$ cat src/rtl/vc_fifo.sv
// vc_fifo: single-clock circular-buffer FIFO with registered read data, registered
// occupancy/threshold flags and a one-cycle error pulse on overflow/underflow.
`default_nettype none

module vc_fifo #(
  parameter int DATA_W = 6,
  parameter int DEPTH  = 4,
  parameter int AF_TH  = 3,
  parameter int AE_TH  = 1
) (
  input  logic                     clk,
  input  logic                     reset,
  input  logic                     push,
  input  logic [DATA_W-1:0]        data_in,
  input  logic                     pop_delay_vc,
  output logic [DATA_W-1:0]        data_out,
  output logic                     valid_out,
  output logic                     full,
  output logic                     empty,
  output logic                     almost_full,
  output logic                     almost_empty,
  output logic [$clog2(DEPTH):0]   count,
  output logic                     error
);

  localparam int AW = $clog2(DEPTH);
  localparam int CW = AW + 1;

  logic [DATA_W-1:0] mem [DEPTH];
  logic [AW-1:0]     wr_ptr;
  logic [AW-1:0]     rd_ptr;

  logic              pop_ok;
  logic              push_ok;
  logic              err_next;
  logic [CW-1:0]     count_next;

  // A push into a full FIFO is legal when a pop frees a slot in the same cycle.
  always_comb begin
    pop_ok     = pop_delay_vc && !empty;
    push_ok    = push && (!full || pop_ok);
    err_next   = (push && full && !pop_ok) || (pop_delay_vc && empty);
    count_next = count;
    if (push_ok && !pop_ok)
      count_next = count + CW'(1);
    else if (pop_ok && !push_ok)
      count_next = count - CW'(1);
  end

  // Storage is not reset; data_out only ever loads from a slot already written.
  always_ff @(posedge clk) begin
    if (push_ok)
      mem[wr_ptr] <= data_in;
  end

  always_ff @(posedge clk or posedge reset) begin
    if (reset) begin
      wr_ptr       <= '0;
      rd_ptr       <= '0;
      count        <= '0;
      data_out     <= '0;
      valid_out    <= 1'b0;
      error        <= 1'b0;
      full         <= 1'b0;
      empty        <= 1'b1;
      almost_full  <= 1'b0;
      almost_empty <= 1'b1;
    end else begin
      if (push_ok)
        wr_ptr <= wr_ptr + AW'(1);
      if (pop_ok) begin
        rd_ptr   <= rd_ptr + AW'(1);
        data_out <= mem[rd_ptr];
      end
      valid_out    <= pop_ok;
      error        <= err_next;
      count        <= count_next;
      full         <= (count_next == CW'(DEPTH));
      empty        <= (count_next == '0);
      almost_full  <= (count_next >= CW'(AF_TH));
      almost_empty <= (count_next <= CW'(AE_TH));
    end
  end

endmodule

`default_nettype wire
$ cat config.mk
export PLATFORM = sky130hd
export DESIGN_NAME = vc_fifo
export DESIGN_NICKNAME = d
export VERILOG_FILES = /design/src/rtl/vc_fifo.sv
export SDC_FILE = /design/constraint.sdc
export NUM_CORES = 1
export LEC_CHECK = 0
export BUFFER_PORTS_ARGS = -buffer_cell sky130_fd_sc_hd__buf_2
export CAP_MARGIN = 0
export CORE_UTILIZATION = 42
export DETAILED_ROUTE_END_ITERATION = 6
export SLEW_MARGIN = 20
export SYNTH_ARGS = -nofsm -noshare
export SYNTH_HDL_FRONTEND = slang
export SYNTH_SLANG_ARGS = --single-unit
$ cat constraint.sdc
create_clock -name clk -period 1.75 [get_ports clk]
set_clock_uncertainty 0.15 [all_clocks]
set_input_delay 0.175 -clock clk [delete_from_list [all_inputs] [get_ports clk]]
set_output_delay 0.175 -clock clk [all_outputs]
set_load 0.02 [all_outputs]
==> impl_metrics.py, run 1 <==
metrics = {
    "critical_path": {
        "slowest_delay_ns": 0.54,
        "rrSetupSlack_ns": 0.05,
        "path_cells": "nand2b_4, mux2i_2, xnor2_2, nor4bb_4",
        "reg2reg_from": "empty",
        "crit_path_max_fanout": 7,
        "crit_arrival_ns": 1.76,
        "setup.worst_path.start_class": "flop",
        "crit_required_ns": 1.80,
        "ff2ff_path_depth": 4,
        "critPathCaptureType": "flop",
        "worstSetupStartpoint": "empty",
        "criticalPathCategory": "reg2reg",
        "slowest_stage": "dfstp_2",
        "r2r_end": "full",
    },
    "power": {
        "leakage_nw": 0.9661,
        "ir_drop_v": 0.0006095,
        "powerDensity_mw_per_mm2": 1662,
    },
    "logic_synthesis": {
        "synth_fp_nets": 131,
        "synth_most_common_cell": "edfxtp_1",
        "synth_top_cell_by_area": "edfxtp_1",
        "synth.area.top_cells": "edfxtp_1 40%, dfrtp_1 24%, mux4_2 7.6%",
        "synth_cells": 115,
        "netlist_area_sq_mm": 0.001784,
        "ys_types": 29,
        "seq_area_frac_synth": 0.6718,
        "synth_edf_count": 24,
        "synthTopCellsByCount": "24 x edfxtp_1, 23 x nand2_1, 17 x dfrtp_1, 6 x ha_1, 6 x mux4_2",
        "synth_top_area_frac": 0.4039,
        "ys_ff_latch": 43,
        "yosysWarnings": 0,
        "synth_async_sr_flop_share": 0.4419,
        "syn_avg_cell_area_sq_um": 15.51,
        "synth_flop_cell": "edfxtp_1",
    },
    "sta": {
        "worst_slack_ns": 0.04789,
        "finalSetupViolCount": 0,
        "fin_tns_setup_ns": 0,
        "fin_crit_ns": 1.702,
        "fin_crit_sh": 0.9726,
        "hold_viol": 0,
        "max_freq_mhz": 587.5,
        "worst_pin_slew_ns": 0.3728,
        "max_slew_margin": 0.7515,
        "slew_viol_final": 0,
    },
    "die": {
        "rows": 23,
        "die_h_um": 67.18,
        "die-area_sq_mm": 0.004512,
        "die_w_um": 67.18,
        "io_pins": 25,
        "core-area_sq_mm": 0.004029,
        "initial_core_util": 0.4429,
    },
    "clocking": {
        "cts_root_buffer": "clkbuf_8",
        "cts_buffer_depth": 2,
        "cts.clk_slew.worst_paths_ns": 0.08,
        "clkSinkCount": 43,
        "h-tree-depth": 2,
        "cts_tree": "done",
        "clock_latency_ns": 0.29,
        "numCtsBuffers": 5,
    },
    "grt": {
        "grt-ovfl-total": 0,
        "grt_pass1_vias": 1125,
        "antenna_found_initial": 0,
        "grt_pass1_wl_mm": 5.388,
        "grt_max_degree": 14,
        "track_usage": 0.1726,
    },
    "flow_run": {
        "cap_viol_max_count": 0,
    },
    "worst_hold_path": {
        "worstHoldStart": "pop_delay_vc",
        "hold_depth": 2,
        "holdPathEnd": "error",
        "holdCritPathClass": "in2reg",
    },
    "run_status": {
        "status": "complete, no violations",
    },
    "detailed_routing": {
        "drt-vias-per-instance": 4.875,
        "finalWirelength_mm": 3.282,
        "dr.first_iter.drc_count": 48,
        "ant_nets": 0,
        "vias": 1053,
        "drc_errors": 0,
        "drt_first_pass_iters": 4,
        "post_drt_wl_per_cell_um": 15.19,
    },
    "finish": {
        "design_area_sq_mm": 0.002263,
        "layout.filler_cells": 343,
        "syn2layout_area_growth_pct": 26.86,
        "diodes": 0,
        "fin_cells": 216,
        "layout.nets": 181,
        "layout-drive-gt1-share": 0.4217,
    },
    "placed_design": {
        "dpl_cell_area_sq_mm": 0.002072,
        "io_buffers": 24,
        "dp.cells": 200,
        "routabilityCongestion": 0.8130,
        "dp_slack_ns": -0.02075,
        "dpl.hpwl_mm": 2.296,
    },
}
logic make-up after synthesis:
| kind of cell | share of synthesized area |
|---|---|
| adders and majority gates | 0.04207 |
| AOI/OAI and AO/OA | 0.04347 |
| muxes | 0.08135 |
| xor gates and xnor gates | 0.01963 |
| buffers and inverters | 0.02664 |
| and+or+nand+nor | 0.1150 |
| DFF | 0.6718 |
layout make-up:
cell class	instances	area, sq um	share of cell area
inverter	6	27.53	0.01216
multi-input combinational	63	571.8	0.2526
timing repair buffer	46	315.3	0.1393
sequential	43	1201	0.5307
clock buffer	6	72.57	0.03206
tap	50	62.56	0.02764
clock inverter	2	12.51	0.005528
sequential cells by signal, summed over array words and instances, names as in the netlist:
name,flops
almost_empty,1
count,3
wr_ptr,2
valid_out,1
rd_ptr,2
mem,24
empty,1
full,1
data_out,6
almost_full,1
error,1
worst max-delay path by stage:
stage                     cells after the start  slack [ns]     endpoint
after floorplan                               5        0.02  almost_full
after detailed placement                      6       -0.02  almost_full
after global placement                        6        0.04  almost_full
final                                         4        0.05         full
after global routing                          4       -0.01         full
after CTS                                     6        0.04         full
power by group:
group / switching, W / total [W] / leakage (nW) / internal, W
registers: 0.000177 / 0.00158 / 0.443 / 0.00141
clock network: 0.000326 / 0.000605 / 0.0412 / 0.000279
logic: 0.000823 / 0.00157 / 0.482 / 0.000751
critical path: cells and delay by family (launching register included):
| kind | cells | cell delay, ns |
|---|---|---|
| XOR/XNOR | 1 | 0.16 |
| AND/OR/NAND/NOR | 2 | 0.47 |
| flip-flops | 1 | 0.54 |
| multiplexers | 1 | 0.30 |
placed cells by master, fill, tap and decap left out, types with 2 or more instances in the layout:
master,n
edfxtp_1,24
buf_4,14
dlygate4sd3_1,7
dfrtp_1,15
dfrtp_2,2
and2_1,5
mux4_2,6
clkbuf_8,5
buf_2,24
nand2_1,23
inv_1,4
ha_1,6
xnor2_1,3
o21ai_0,2
dfstp_2,2
metrics by stage:
stage | hold WS, ns | power [W] | util
6_report | 0.01771 | 0.003762 | 0.5618
4_1_cts | 0.002116 | 0.003741 | 0.5562
5_1_grt | 0.02366 | 0.004012 | 0.5618
3_3_place_gp | -0.03797 | 0.003061 | 0.5143
2_1_floorplan | -0.02549 | 0.002575 | -
3_5_place_dp | -0.03611 | 0.003104 | 0.5143
per-layer routing:
| layer | part of all wire | GRT usage | routed length (um) | vias to the layer above |
|---|---|---|---|---|
| li1 | - | - | - | 508 |
| met1 | 0.43 | 0.2027 | 1421 | 518 |
| met2 | 0.52 | 0.2975 | 1701 | 21 |
| met3 | 0.035 | 0.03547 | 114 | 6 |
| met4 | 0.013 | 0.08777 | 44 | 0 |
| met5 | 0 | 0 | 0 | - |
repair_timing:
item | 4_1_cts | 5_1_grt
setup endpoints to repair | 2 | 3
pin swaps | 0 | 1
cloned | 0 | 0
resized for setup | 3 | 4
hold buffers | 7 | 0
endpoints found under the hold margin | 43 | 0
buffers inserted | 0 | 1
Power figures use the tool's default switching activity.
==> inputs of run 2 (changes only) <==
Settings changed: CORE_ASPECT_RATIO set to 1.5, CTS_BUF_LIST set to sky130_fd_sc_hd__clkbuf_4 sky130_fd_sc_hd__clkbuf_8 sky130_fd_sc_hd__clkbuf_16.
==> impl_metrics.py, run 2 (synthesis results as in run 1) <==
metrics = {
    "sta": {
        "worst_pin_slew_ns": 0.4160,
        "fin_tns_setup_ns": 0,
        "hold_viol": 0,
        "fin_crit_ns": 1.693,
        "max_slew_margin": 0.7223,
        "slew_viol_final": 0,
        "worst_slack_ns": 0.05696,
        "max_freq_mhz": 590.7,
        "finalSetupViolCount": 0,
        "fin_crit_sh": 0.9675,
    },
    "worst_hold_path": {
        "worstHoldStart": "pop_delay_vc",
        "holdCritPathClass": "in2reg",
        "hold_depth": 3,
        "holdPathEnd": "error",
    },
    "finish": {
        "regMostFlops": "mem",
        "layout.nets": 173,
        "top_regs": "mem x24, data_out x6, count x3",
        "layout.filler_cells": 335,
        "layout-drive-gt1-share": 0.4114,
        "diodes": 0,
        "syn2layout_area_growth_pct": 24.82,
        "largest_register_ffs": 24,
        "final_cell_mix": "24 x buf_2, 24 x edfxtp_1, 23 x nand2_1",
    },
    "clocking": {
        "cts_tree": "done",
        "h-tree-depth": 2,
        "clkSinkCount": 43,
        "cts_buffer_depth": 2,
        "cts.clk_slew.worst_paths_ns": 0.08,
        "cts_root_buffer": "clkbuf_8",
        "numCtsBuffers": 5,
        "clock_latency_ns": 0.29,
    },
    "die": {
        "io_pins": 25,
        "die_h_um": 81.83,
        "rows": 28,
        "die_w_um": 55.22,
        "initial_core_util": 0.4467,
        "core-area_sq_mm": 0.003994,
        "die-area_sq_mm": 0.004518,
    },
    "placed_design": {
        "dpl.hpwl_mm": 2.127,
        "io_buffers": 24,
        "routabilityCongestion": 0.8749,
        "dp_slack_ns": -0.01081,
    },
    "critical_path": {
        "crit_required_ns": 1.80,
        "ff2ff_path_depth": 4,
        "crit_buf_inv": 0,
        "slowest_stage": "dfstp_2",
        "r2r_end": "full",
        "path_cells": "nand2b_4, mux2i_2, xnor2_2, nor4bb_4",
        "critPathCaptureType": "flop",
        "slowest_delay_ns": 0.53,
        "cpLargestDelayFamily": "flip-flops",
        "reg2reg_from": "empty",
        "rrSetupSlack_ns": 0.06,
        "setup.worst_path.start_class": "flop",
        "criticalPathCategory": "reg2reg",
        "crit_path_max_fanout": 7,
        "crit_arrival_ns": 1.74,
    },
    "grt": {
        "grt_pass1_wl_mm": 4.698,
        "grt_pass1_vias": 1017,
        "grt-ovfl-total": 0,
        "track_usage": 0.1408,
        "antenna_found_initial": 0,
        "grt_max_degree": 16,
    },
    "flow_run": {
        "cap_viol_max_count": 0,
    },
    "power": {
        "leakage_nw": 0.9245,
        "ir_drop_v": 0.001193,
        "powerDensity_mw_per_mm2": 1659,
    },
    "detailed_routing": {
        "dr.first_iter.drc_count": 30,
        "post_drt_wl_per_cell_um": 14.13,
        "drt-vias-per-instance": 4.852,
        "finalWirelength_mm": 2.868,
        "drc_errors": 0,
        "ant_nets": 0,
        "vias": 985,
        "drt_first_pass_iters": 4,
    },
    "run_status": {
        "status": "complete, no violations",
    },
}
run 2: changes by cell type in the layout (fill, tap and decap cells not counted), sizes merged:
cell / delta
buf: -9
clkbuf: -1
clkinv: -1
clkinvlp: +1
dlygate4sd3: +1
inv: +1
run 2: repair_timing:
action / in CTS / in global routing
pin swaps: 0 / 2
setup buffers: 0 / 1
endpoints found under the setup margin: 3 / 3
endpoints found under the hold margin: 33 / 0
gates resized for setup: 3 / 8
hold buffers: 8 / 0
run 2: final cells by class:
class,count,area (sq um),share of cell area
clock inverters,3,23.77,0.01067
inverters,6,27.53,0.01236
repair buffers,38,257.7,0.1157
well taps,45,56.30,0.02528
flip-flops and latches,43,1201,0.5393
multi-input cells,63,591.8,0.2657
clock buffers,5,68.82,0.03090
run 2: worst max path at each step:
stage,from,to,slack [ns],cells after the start
detailed placement,empty,almost_full,-0.01,5
finish,empty,full,0.06,4
global route,empty,full,-0.008,4
global placement,empty,almost_full,0.03,5
floorplan,empty,almost_full,0.02,5
CTS,empty,full,0.03,4
run 2: report_power, final:
part	leakage (nW)	switching, W	internal, W	total [W]
logic	0.440	0.000786	0.000694	0.00148
registers	0.443	0.000183	0.00141	0.00159
clock network	0.0408	0.000341	0.000285	0.000626
total	0.925	0.00131	0.00239	0.00370
run 2: per-layer routing:
metal  routed length (um)  global-route usage
met1                 1246              0.1591
met2                 1471              0.2446
met3                   92             0.04252
met4                   57             0.06750
met5                    0                   0
run 2: per-stage QoR:
stage               utilization  instance area, sq um  instances  hold slack (ns)  power (W)
finish                   0.5576                  2227        203          0.02276   0.003695
global route             0.5576                  2227        203          0.04284   0.003927
CTS                      0.5470                  2185        202          0.01411   0.003661
detailed placement       0.5003                  1998        186          0.03681   0.002980
global placement         0.5003                  1998        186          0.03299   0.002947
floorplan                     -                  1792        115         -0.02549   0.002575
run 2: worst reg2reg max path: cells and delay by family (launching register included):
family,cells,cell delay (ns)
xor gates and xnor gates,1,0.16
muxes,1,0.27
DFF,1,0.53
and+or+nand+nor,2,0.48
